File: src/rtl/game_pkg.sv
// Shared types and constants for the two-player turn scheduler.
package game_pkg;

    localparam int COORD_W = 5;

    typedef enum logic [2:0] {
        IDLE,
        LAUNCH,
        WAIT_RES,
        SCORE,
        OVER
    } state_e;

    localparam logic [COORD_W-1:0] TARGET_Y = '0;

endpackage

File: src/rtl/shot_watchdog.sv
// Cycle counter that flags a missing calculator result after TIMEOUT cycles.
module shot_watchdog #(
    parameter int TIMEOUT = 255
) (
    input  logic clk_i,
    input  logic rst_ni,
    input  logic clr_i,
    input  logic en_i,
    output logic expired_o
);

    localparam int CW = $clog2(TIMEOUT + 1);

    logic [CW-1:0] cnt_q, cnt_d;

    // Fires in the TIMEOUT-th enabled cycle so the owner leaves on that edge.
    assign expired_o = en_i && (cnt_q == CW'(TIMEOUT - 1));

    always_comb begin
        cnt_d = cnt_q;
        if (clr_i) begin
            cnt_d = '0;
        end else if (en_i && !expired_o) begin
            cnt_d = cnt_q + 1'b1;
        end
    end

    always_ff @(posedge clk_i or negedge rst_ni) begin
        if (!rst_ni) begin
            cnt_q <= '0;
        end else begin
            cnt_q <= cnt_d;
        end
    end

endmodule

File: src/rtl/turn_scheduler.sv
// Alternating-turn controller sharing one trajectory calculator between players.
module turn_scheduler
    import game_pkg::*;
#(
    parameter int WIN_SCORE = 3,
    parameter int TIMEOUT   = 255,
    localparam int SW       = $clog2(WIN_SCORE + 1)
) (
    input  logic               clk,
    input  logic               rst,
    input  logic               new_game,
    input  logic               p0_fire,
    input  logic               p1_fire,
    input  logic [COORD_W-1:0] p0_xpos,
    input  logic [COORD_W-1:0] p1_xpos,
    input  logic [COORD_W-1:0] p0_rise,
    input  logic [COORD_W-1:0] p1_rise,
    input  logic [COORD_W-1:0] p0_run,
    input  logic [COORD_W-1:0] p1_run,
    input  logic               p0_dir,
    input  logic               p1_dir,
    output logic [COORD_W-1:0] tc_xpos,
    output logic [COORD_W-1:0] tc_rise,
    output logic [COORD_W-1:0] tc_run,
    output logic [COORD_W-1:0] tc_target_x,
    output logic [COORD_W-1:0] tc_target_y,
    output logic               tc_dir,
    output logic               tc_shoot,
    input  logic               tc_valid,
    input  logic               tc_hit,
    input  logic [COORD_W-1:0] tc_posx,
    output logic               turn,
    output logic               busy,
    output logic [COORD_W-1:0] last_posx,
    output logic               last_hit,
    output logic [SW-1:0]      score0,
    output logic [SW-1:0]      score1,
    output logic               game_over,
    output logic               winner
);

    state_e               state_q, state_d;
    logic                 turn_q, turn_d;
    logic                 winner_q, winner_d;
    logic                 last_hit_q, last_hit_d;
    logic [COORD_W-1:0]   last_posx_q, last_posx_d;
    logic [SW-1:0]        score0_q, score0_d;
    logic [SW-1:0]        score1_q, score1_d;
    logic [COORD_W-1:0]   xpos_q, xpos_d;
    logic [COORD_W-1:0]   rise_q, rise_d;
    logic [COORD_W-1:0]   run_q, run_d;
    logic [COORD_W-1:0]   tgt_q, tgt_d;
    logic                 dir_q, dir_d;

    logic                 wd_clr;
    logic                 wd_en;
    logic                 wd_expired;
    logic                 cur_fire;
    logic [SW-1:0]        cur_score;
    logic [SW-1:0]        inc_score;

    shot_watchdog #(
        .TIMEOUT(TIMEOUT)
    ) u_watchdog (
        .clk_i    (clk),
        .rst_ni   (rst),
        .clr_i    (wd_clr),
        .en_i     (wd_en),
        .expired_o(wd_expired)
    );

    assign cur_fire  = turn_q ? p1_fire : p0_fire;
    assign cur_score = turn_q ? score1_q : score0_q;
    assign inc_score = cur_score + 1'b1;

    always_comb begin
        state_d     = state_q;
        turn_d      = turn_q;
        winner_d    = winner_q;
        last_hit_d  = last_hit_q;
        last_posx_d = last_posx_q;
        score0_d    = score0_q;
        score1_d    = score1_q;
        xpos_d      = xpos_q;
        rise_d      = rise_q;
        run_d       = run_q;
        tgt_d       = tgt_q;
        dir_d       = dir_q;
        wd_clr      = 1'b0;
        wd_en       = 1'b0;

        if (new_game) begin
            state_d     = IDLE;
            turn_d      = 1'b0;
            winner_d    = 1'b0;
            last_hit_d  = 1'b0;
            last_posx_d = '0;
            score0_d    = '0;
            score1_d    = '0;
        end else begin
            unique case (state_q)
                IDLE: begin
                    if (cur_fire) begin
                        state_d = LAUNCH;
                        xpos_d  = turn_q ? p1_xpos : p0_xpos;
                        rise_d  = turn_q ? p1_rise : p0_rise;
                        run_d   = turn_q ? p1_run  : p0_run;
                        dir_d   = turn_q ? p1_dir  : p0_dir;
                        tgt_d   = turn_q ? p0_xpos : p1_xpos;
                    end
                end
                LAUNCH: begin
                    wd_clr  = 1'b1;
                    state_d = WAIT_RES;
                end
                WAIT_RES: begin
                    wd_en = 1'b1;
                    // A result arriving on the timeout cycle still counts.
                    if (tc_valid) begin
                        last_hit_d  = tc_hit;
                        last_posx_d = tc_posx;
                        state_d     = SCORE;
                    end else if (wd_expired) begin
                        last_hit_d  = 1'b0;
                        last_posx_d = '0;
                        state_d     = SCORE;
                    end
                end
                SCORE: begin
                    state_d = IDLE;
                    turn_d  = ~turn_q;
                    if (last_hit_q && (cur_score < SW'(WIN_SCORE))) begin
                        if (turn_q) begin
                            score1_d = inc_score;
                        end else begin
                            score0_d = inc_score;
                        end
                        if (inc_score == SW'(WIN_SCORE)) begin
                            state_d  = OVER;
                            turn_d   = turn_q;
                            winner_d = turn_q;
                        end
                    end
                end
                OVER: begin
                    state_d = OVER;
                end
                default: begin
                    state_d = IDLE;
                end
            endcase
        end
    end

    always_ff @(posedge clk or negedge rst) begin
        if (!rst) begin
            state_q     <= IDLE;
            turn_q      <= 1'b0;
            winner_q    <= 1'b0;
            last_hit_q  <= 1'b0;
            last_posx_q <= '0;
            score0_q    <= '0;
            score1_q    <= '0;
            xpos_q      <= '0;
            rise_q      <= '0;
            run_q       <= '0;
            tgt_q       <= '0;
            dir_q       <= 1'b0;
        end else begin
            state_q     <= state_d;
            turn_q      <= turn_d;
            winner_q    <= winner_d;
            last_hit_q  <= last_hit_d;
            last_posx_q <= last_posx_d;
            score0_q    <= score0_d;
            score1_q    <= score1_d;
            xpos_q      <= xpos_d;
            rise_q      <= rise_d;
            run_q       <= run_d;
            tgt_q       <= tgt_d;
            dir_q       <= dir_d;
        end
    end

    assign tc_xpos     = xpos_q;
    assign tc_rise     = rise_q;
    assign tc_run      = run_q;
    assign tc_dir      = dir_q;
    assign tc_target_x = tgt_q;
    assign tc_target_y = TARGET_Y;
    assign tc_shoot    = (state_q == LAUNCH);
    assign busy        = (state_q == LAUNCH) || (state_q == WAIT_RES) ||
                         (state_q == SCORE);
    assign game_over   = (state_q == OVER);
    assign winner      = winner_q;
    assign turn        = turn_q;
    assign last_hit    = last_hit_q;
    assign last_posx   = last_posx_q;
    assign score0      = score0_q;
    assign score1      = score1_q;

endmodule

File: config.mk
export PLATFORM = sky130hd
export DESIGN_NAME = turn_scheduler
export DESIGN_NICKNAME = d
export VERILOG_FILES = /design/src/rtl/game_pkg.sv /design/src/rtl/shot_watchdog.sv /design/src/rtl/turn_scheduler.sv
export SDC_FILE = /design/constraint.sdc
export NUM_CORES = 1
export LEC_CHECK = 0
export CORE_ASPECT_RATIO = 1.5
export CORE_MARGIN = 2
export CORE_UTILIZATION = 45
export DETAILED_ROUTE_END_ITERATION = 10
export PLACE_DENSITY = 0.78
export SLEW_MARGIN = 5
export SYNTH_ARGS = -nofsm -noshare
export SYNTH_HDL_FRONTEND = slang
export SYNTH_SLANG_ARGS = --single-unit
File: constraint.sdc
create_clock -name clk -period 2.7 [get_ports clk]
set_input_delay 0.405 -clock clk [delete_from_list [all_inputs] [get_ports clk]]
set_output_delay 0.405 -clock clk [all_outputs]
set_load 0.05 [all_outputs]
# --- Word-level counts from Yosys, hierarchy flattened ---
# Cells that the tools add are included.
totals:
  inputBits: 44
  wordCells: 93
  output_inout_bits: 41
  ff_bits: 44
classes:
  add_sub_neg: 2
  mux: 44
  n_lt_le_gt_ge: 1
  bitwise: 2
  n_reduce_logical: 21
  n_eq_ne: 10
op_table:
  columns: ["op", "count"]
  rows:
  - ["$mux W5", 8]
  - ["$mux W1", 18]
  - ["$mux W2", 9]
  - ["$mux W3", 6]
  - ["$mux W8", 2]
  - ["$pmux W3 S5", 1]
  - ["$reduce_and A3 Y1", 4]
  - ["$reduce_bool A2 Y1", 6]
  - ["$add A8 B1 Y8 const B", 1]
  - ["$eq A8 B8 Y1 const B", 1]
  - ["$eq A3 B2 Y1 const B", 2]
  - ["$ne A3 B3 Y1 const B", 2]
  - ["$reduce_and A2 Y1", 3]
  - ["$ne A4 B3 Y1 const B", 1]
  - ["$eq A3 B1 Y1 const B", 1]
  - ["$eq A3 B3 Y1 const B", 1]
  - ["$logic_and A1 B1 Y1", 3]
  - ["$logic_not A3 Y1", 1]
  - ["$reduce_bool A3 Y1", 1]
  - ["$add A2 B1 Y2 const B", 1]
  - ["$eq A2 B2 Y1 const B", 1]
  - ["$logic_or A1 B1 Y1", 2]
  - ["$lt A2 B2 Y1 const B", 1]
  - ["$ne A2 B2 Y1 const B", 1]
  - ["other kinds (2)", 3]

# --- Longest topological paths before layout ---
logic_depth:
  depth_word: 8
  ltp_mapped: 8
  depth_no_buf: 6

# --- By module ---
# Synthesis repeated with hierarchy kept, for this count alone.
hier_totals:
  cells_unflattened: 208
  hier_area_um2: 2626.3
by_module_without_submodules:
  columns: ["module", "area_each_um2", "cells_per_inst", "instances", "seq_area_each_um2"]
  rows:
  - ["turn_scheduler", 2119.5, 160, 1, 900.9]
  - ["shot_watchdog", 506.7, 48, 1, 200.2]

# --- Worst setup path before layout ---
# Ideal clock, no wire load.
synth_path:
  path_kind: "register to register"
  startpoint: "register turn_q, in the netlist turn"
  endpoint: "register score0_q[0], in the netlist score0[0]"
  setup_slack_ns: 0.007
  required_ns: 2.575
  path_stages_with_launch: 8
  setup_time_ns: 0.125
  synth_period_minus_slack_ns: 2.693
  path_buffers: 2
  t_arrival_ns: 2.568
  cell_sequence: "dfrtp_1 buf_2 buf_2 mux2_2 ha_1 nor2b_1 nor3b_1 mux2_2"
synth_between:
  elab_chain_cells: 6
  word_cells_on_any_way: 11
  classes_between: "add/sub (1); order compare (1); eq/ne (1); mux (5); reduce/logical (3)"
synth_lines:
  columns: ["element", "line", "source"]
  rows:
  - ["from (decl)", "turn_scheduler.sv:43", "logic turn_q, turn_d;"]
  - ["from (signal assigned)", "turn_scheduler.sv:171", "turn_q <= turn_d;"]
  - ["$mux W2", "turn_scheduler.sv:73", "assign cur_score = turn_q ? score1_q : score0_q;"]
  - ["$add A2 B1 Y2", "turn_scheduler.sv:74", "assign inc_score = cur_score + 1'b1;"]
  - ["$mux W2", "turn_scheduler.sv:133", "if (turn_q) begin"]
  - ["$mux W2", "turn_scheduler.sv:132", "if (last_hit_q && (cur_score < SW'(WIN_SCORE))) begin"]
  - ["$mux W2", "turn_scheduler.sv:101", "unique case (state_q)"]
  - ["$mux W2", "turn_scheduler.sv:92", "if (new_game) begin"]
  - ["to (signal assigned)", "turn_scheduler.sv:175", "score0_q <= score0_d;"]
  - ["to (decl)", "turn_scheduler.sv:47", "logic [SW-1:0] score0_q, score0_d;"]
# Several ways; a longest one is shown, not always the timed one. The select of a mux whose other input is x is not followed.
# A chain may end at the register's enable or synchronous reset.

# --- Worst setup path after layout ---
layout_path:
  startpoint: "register state_q[1]"
  endpoint: "output game_over"
layout_between:
  elab_chain_cells: 1
layout_lines:
  columns: ["element", "line", "source"]
  rows:
  - ["from (decl)", "turn_scheduler.sv:42", "state_e state_q, state_d;"]
  - ["from (signal assigned)", "turn_scheduler.sv:170", "state_q <= state_d;"]
  - ["$eq A3 B3 Y1", "turn_scheduler.sv:194", "assign game_over = (state_q == OVER);"]
  - ["to (decl)", "turn_scheduler.sv:38", "output logic game_over,"]
# No other way between the ends.

==> impl_metrics.yaml <==
clock_tree:
  cts-buffers-inserted: 5
  cts_setup_buffers: 0
  cts_resized: 0
  post_cts_hold_buffer_count: 0
  cell_chosen_for_the_clock_root: "clkbuf_8"
  clkSlewWorstSetupHoldPaths_ns: 0.09
  clk_latency_ns: 0.29
  clock_path_buffers: 2
  clock_sinks: 44
  htree_num_levels: 2
  tritoncts_clock_tree: "done"
job:
  drv_cap: 0
layout:
  finalNetCount: 362
  layout.cells.most_common: "clkdlybuf4s50_1"
  antennaDiodeCount: 0
  syn2layout_area_growth_pct: 36.8
  most-common-layout-cells: "clkdlybuf4s50_1, dfrtp_1, mux2i_1"
  proportion_of_layout_cells_with_a_drive_suffix_above_1: 0.0762
place:
  hpwlAfterDp_um: 4060
  globalplace.congestion: 0.810
  dpl_worst_slack_ns: 0.126
  port_buffers: 79
floorplan:
  die_width_um: 64.3
  floorplan.die_area_sq_mm: 0.00608
  chipHeight_um: 94.5
  initial_utilization: 0.458
  std_cell_rows: 33
  num_io_pins: 85
  placeableCoreArea_sq_mm: 0.00537
synthesis:
  synth_enable_flop_cells: 0
  syn_inst: 244
  synth_area_per_cell_sq_um: 10.1
  postSynthRegisterBits: 44
  synthArstFlopShare: 1.00
  distinct_cell_type_count_after_synthesis: 38
  synth.yosys.warnings: 0
  ys_dominant_reg_cell: "dfrtp_1"
  ys_seq_area_frac: 0.448
  synthesis.area_sq_mm: 0.00246
timing:
  slew_violations: 0
  final_hold_slack_ns: 0.267
  clock_skew_ns: 0.00745
  final.min_clock_period_ns: 2.36
  slew_headroom: 0.356
  period_share: 0.876
  setup_violations: 0
  fmax_mhz: 423
  tns_ns: 0
  rsz0062_at_grt: "no"
  layout_setup_ws_ns: 0.336
  worstMarginPinSlew_ns: 0.953
  hold_violations: 0
detailed_routing:
  ant_nets: 0
  route.detailed.wl_per_inst_um: 14.6
  drt_iter0_markers: 86
  drc: 0
  routed_wirelength_um: 5620
  vias: 2054
  drtPass1Iterations: 4
  routed_via_density: 5.34
critical_path:
  r2r.worst_path.cells: 5
  crit_family: "buffers and inverters"
  cp.buffers_inverters: 2
  worstPathMaxFanout: 11
  crit-reg2reg-capture: "score0[0]$_DFFE_PN0P_"
  startpoint_type: "register"
  timing_worst_setup_path_type: "reg2out"
  crit_path_max_incr_delay_ns: 0.80
  cp_cell_sequence: "nor2_1 > nand2_1 > inv_1 > clkdlybuf4s50_1"
  worst-endpoint-required_ns: 2.30
  critical-path-slowest-cell: "clkdlybuf4s50_1"
  worst-r2r-setup-slack_ns: 0.57
  setup.worst_path.start: "state_q[1]$_DFFE_PN0P_"
  cp.arrival_ns: 1.96
  r2r_start: "turn$_DFFE_PN0P_"
  setup.worst_path.end_class: "output port"
pwr:
  pwr_density_cell_mw_per_mm2: 668
  max-vdd-ir-drop_mv: 0.382
  total_power_mw: 2.24
  total_leakage_power_nw: 1.35
global_routing:
  grt_pass1_wl_um: 9350
  grt_util_all_layers: 0.195
  grt_max_degree: 45
  grt_pass1_vias: 2094
  globalRoute.totalOverflow: 0
  initial_antenna_violation_count: 0
min_path:
  hp-class: "in2async"
status:
  run_status: "completed"
==> final cells by class <==
cell class / count / area (sq um)
Clock buffer: 6 / 72.6
Clock inverter: 2 / 35.0
Fill cell: 488 / 2010
Inverter: 6 / 22.5
Multi-Input combinational cell: 173 / 1210
Sequential cell: 44 / 1100
Tap cell: 70 / 87.6
Timing Repair Buffer: 84 / 833
==> registers in the layout, summed over array words and instances (netlist names), 3 cells and up <==
| signal | cells |
|---|---|
| u_watchdog.cnt_q | 8 |
| last_posx | 5 |
| tc_rise | 5 |
| tc_run | 5 |
| tc_target_x | 5 |
| tc_xpos | 5 |
| state_q | 3 |
==> power by group <==
part           internal [mW]  switching (mW)
combinational          0.325           0.569
sequential             0.770          0.0846
clock                  0.275           0.221
==> logic make-up (layout without fill, tap and decap cells) <==
| group | Yosys count | in the layout | synth area share |
|---|---|---|---|
| AOI/OAI and AO/OA | 61 | 61 | 0.155 |
| and+or+nand+nor | 68 | 68 | 0.164 |
| adders and majority gates | 4 | 4 | 0.0204 |
| muxes | 35 | 35 | 0.145 |
| other | 1 | 5 | 0.00153 |
| DFF | 44 | 44 | 0.448 |
| buffers and inverters | 31 | 98 | 0.0662 |
==> metal layers <==
metal | global-route usage | wire length, um
met1 | 0.218 | 2330
met5 | 0 | 0
met3 | 0.0381 | 217
met2 | 0.372 | 3030
met4 | 0.0479 | 46
==> Yosys cell counts (2+ instances only) <==
cell type / instances / area share
nand3_1: 11 / 0.022
buf_4: 7 / 0.021
ha_1: 4 / 0.020
dfrtp_1: 44 / 0.45
mux2i_1: 31 / 0.13
or3_1: 3 / 0.0076
nor2b_1: 3 / 0.0076
a21oi_1: 24 / 0.049
buf_2: 10 / 0.020
nand2_1: 17 / 0.026
nor2_1: 7 / 0.011
nand3b_1: 7 / 0.021
o211ai_1: 7 / 0.021
clkbuf_1: 7 / 0.011
and3b_1: 2 / 0.0071
nand2b_1: 5 / 0.013
mux2_2: 4 / 0.018
nand4_1: 2 / 0.0051
a31oi_1: 21 / 0.053
a211oi_1: 2 / 0.0061
nor3b_1: 2 / 0.0061
inv_1: 6 / 0.0092
o311a_1: 2 / 0.0082
o21ai_0: 2 / 0.0041
==> worst max-delay path by stage <==
stage	depth (start not counted)	end	slack (ns)
after floorplan	7	score0[0]$_DFFE_PN0P_	0.007
after global placement	4	u_watchdog.cnt_q[0]$_DFFE_PN0P_	0.22
after detailed placement	4	u_watchdog.cnt_q[0]$_DFFE_PN0P_	0.13
after CTS	4	game_over	0.32
after global routing	4	game_over	0.19
final	4	game_over	0.34
==> per-stage QoR <==
| stage | instance area, sq um | cells | utilization |
|---|---|---|---|
| after floorplan | 2470 | 248 | - |
| after global placement | 3250 | 377 | 0.606 |
| after detailed placement | 3250 | 377 | 0.606 |
| after CTS | 3360 | 385 | 0.626 |
| after global routing | 3360 | 385 | 0.626 |
| final | 3360 | 385 | 0.626 |
(Power assumes the default switching activity.)
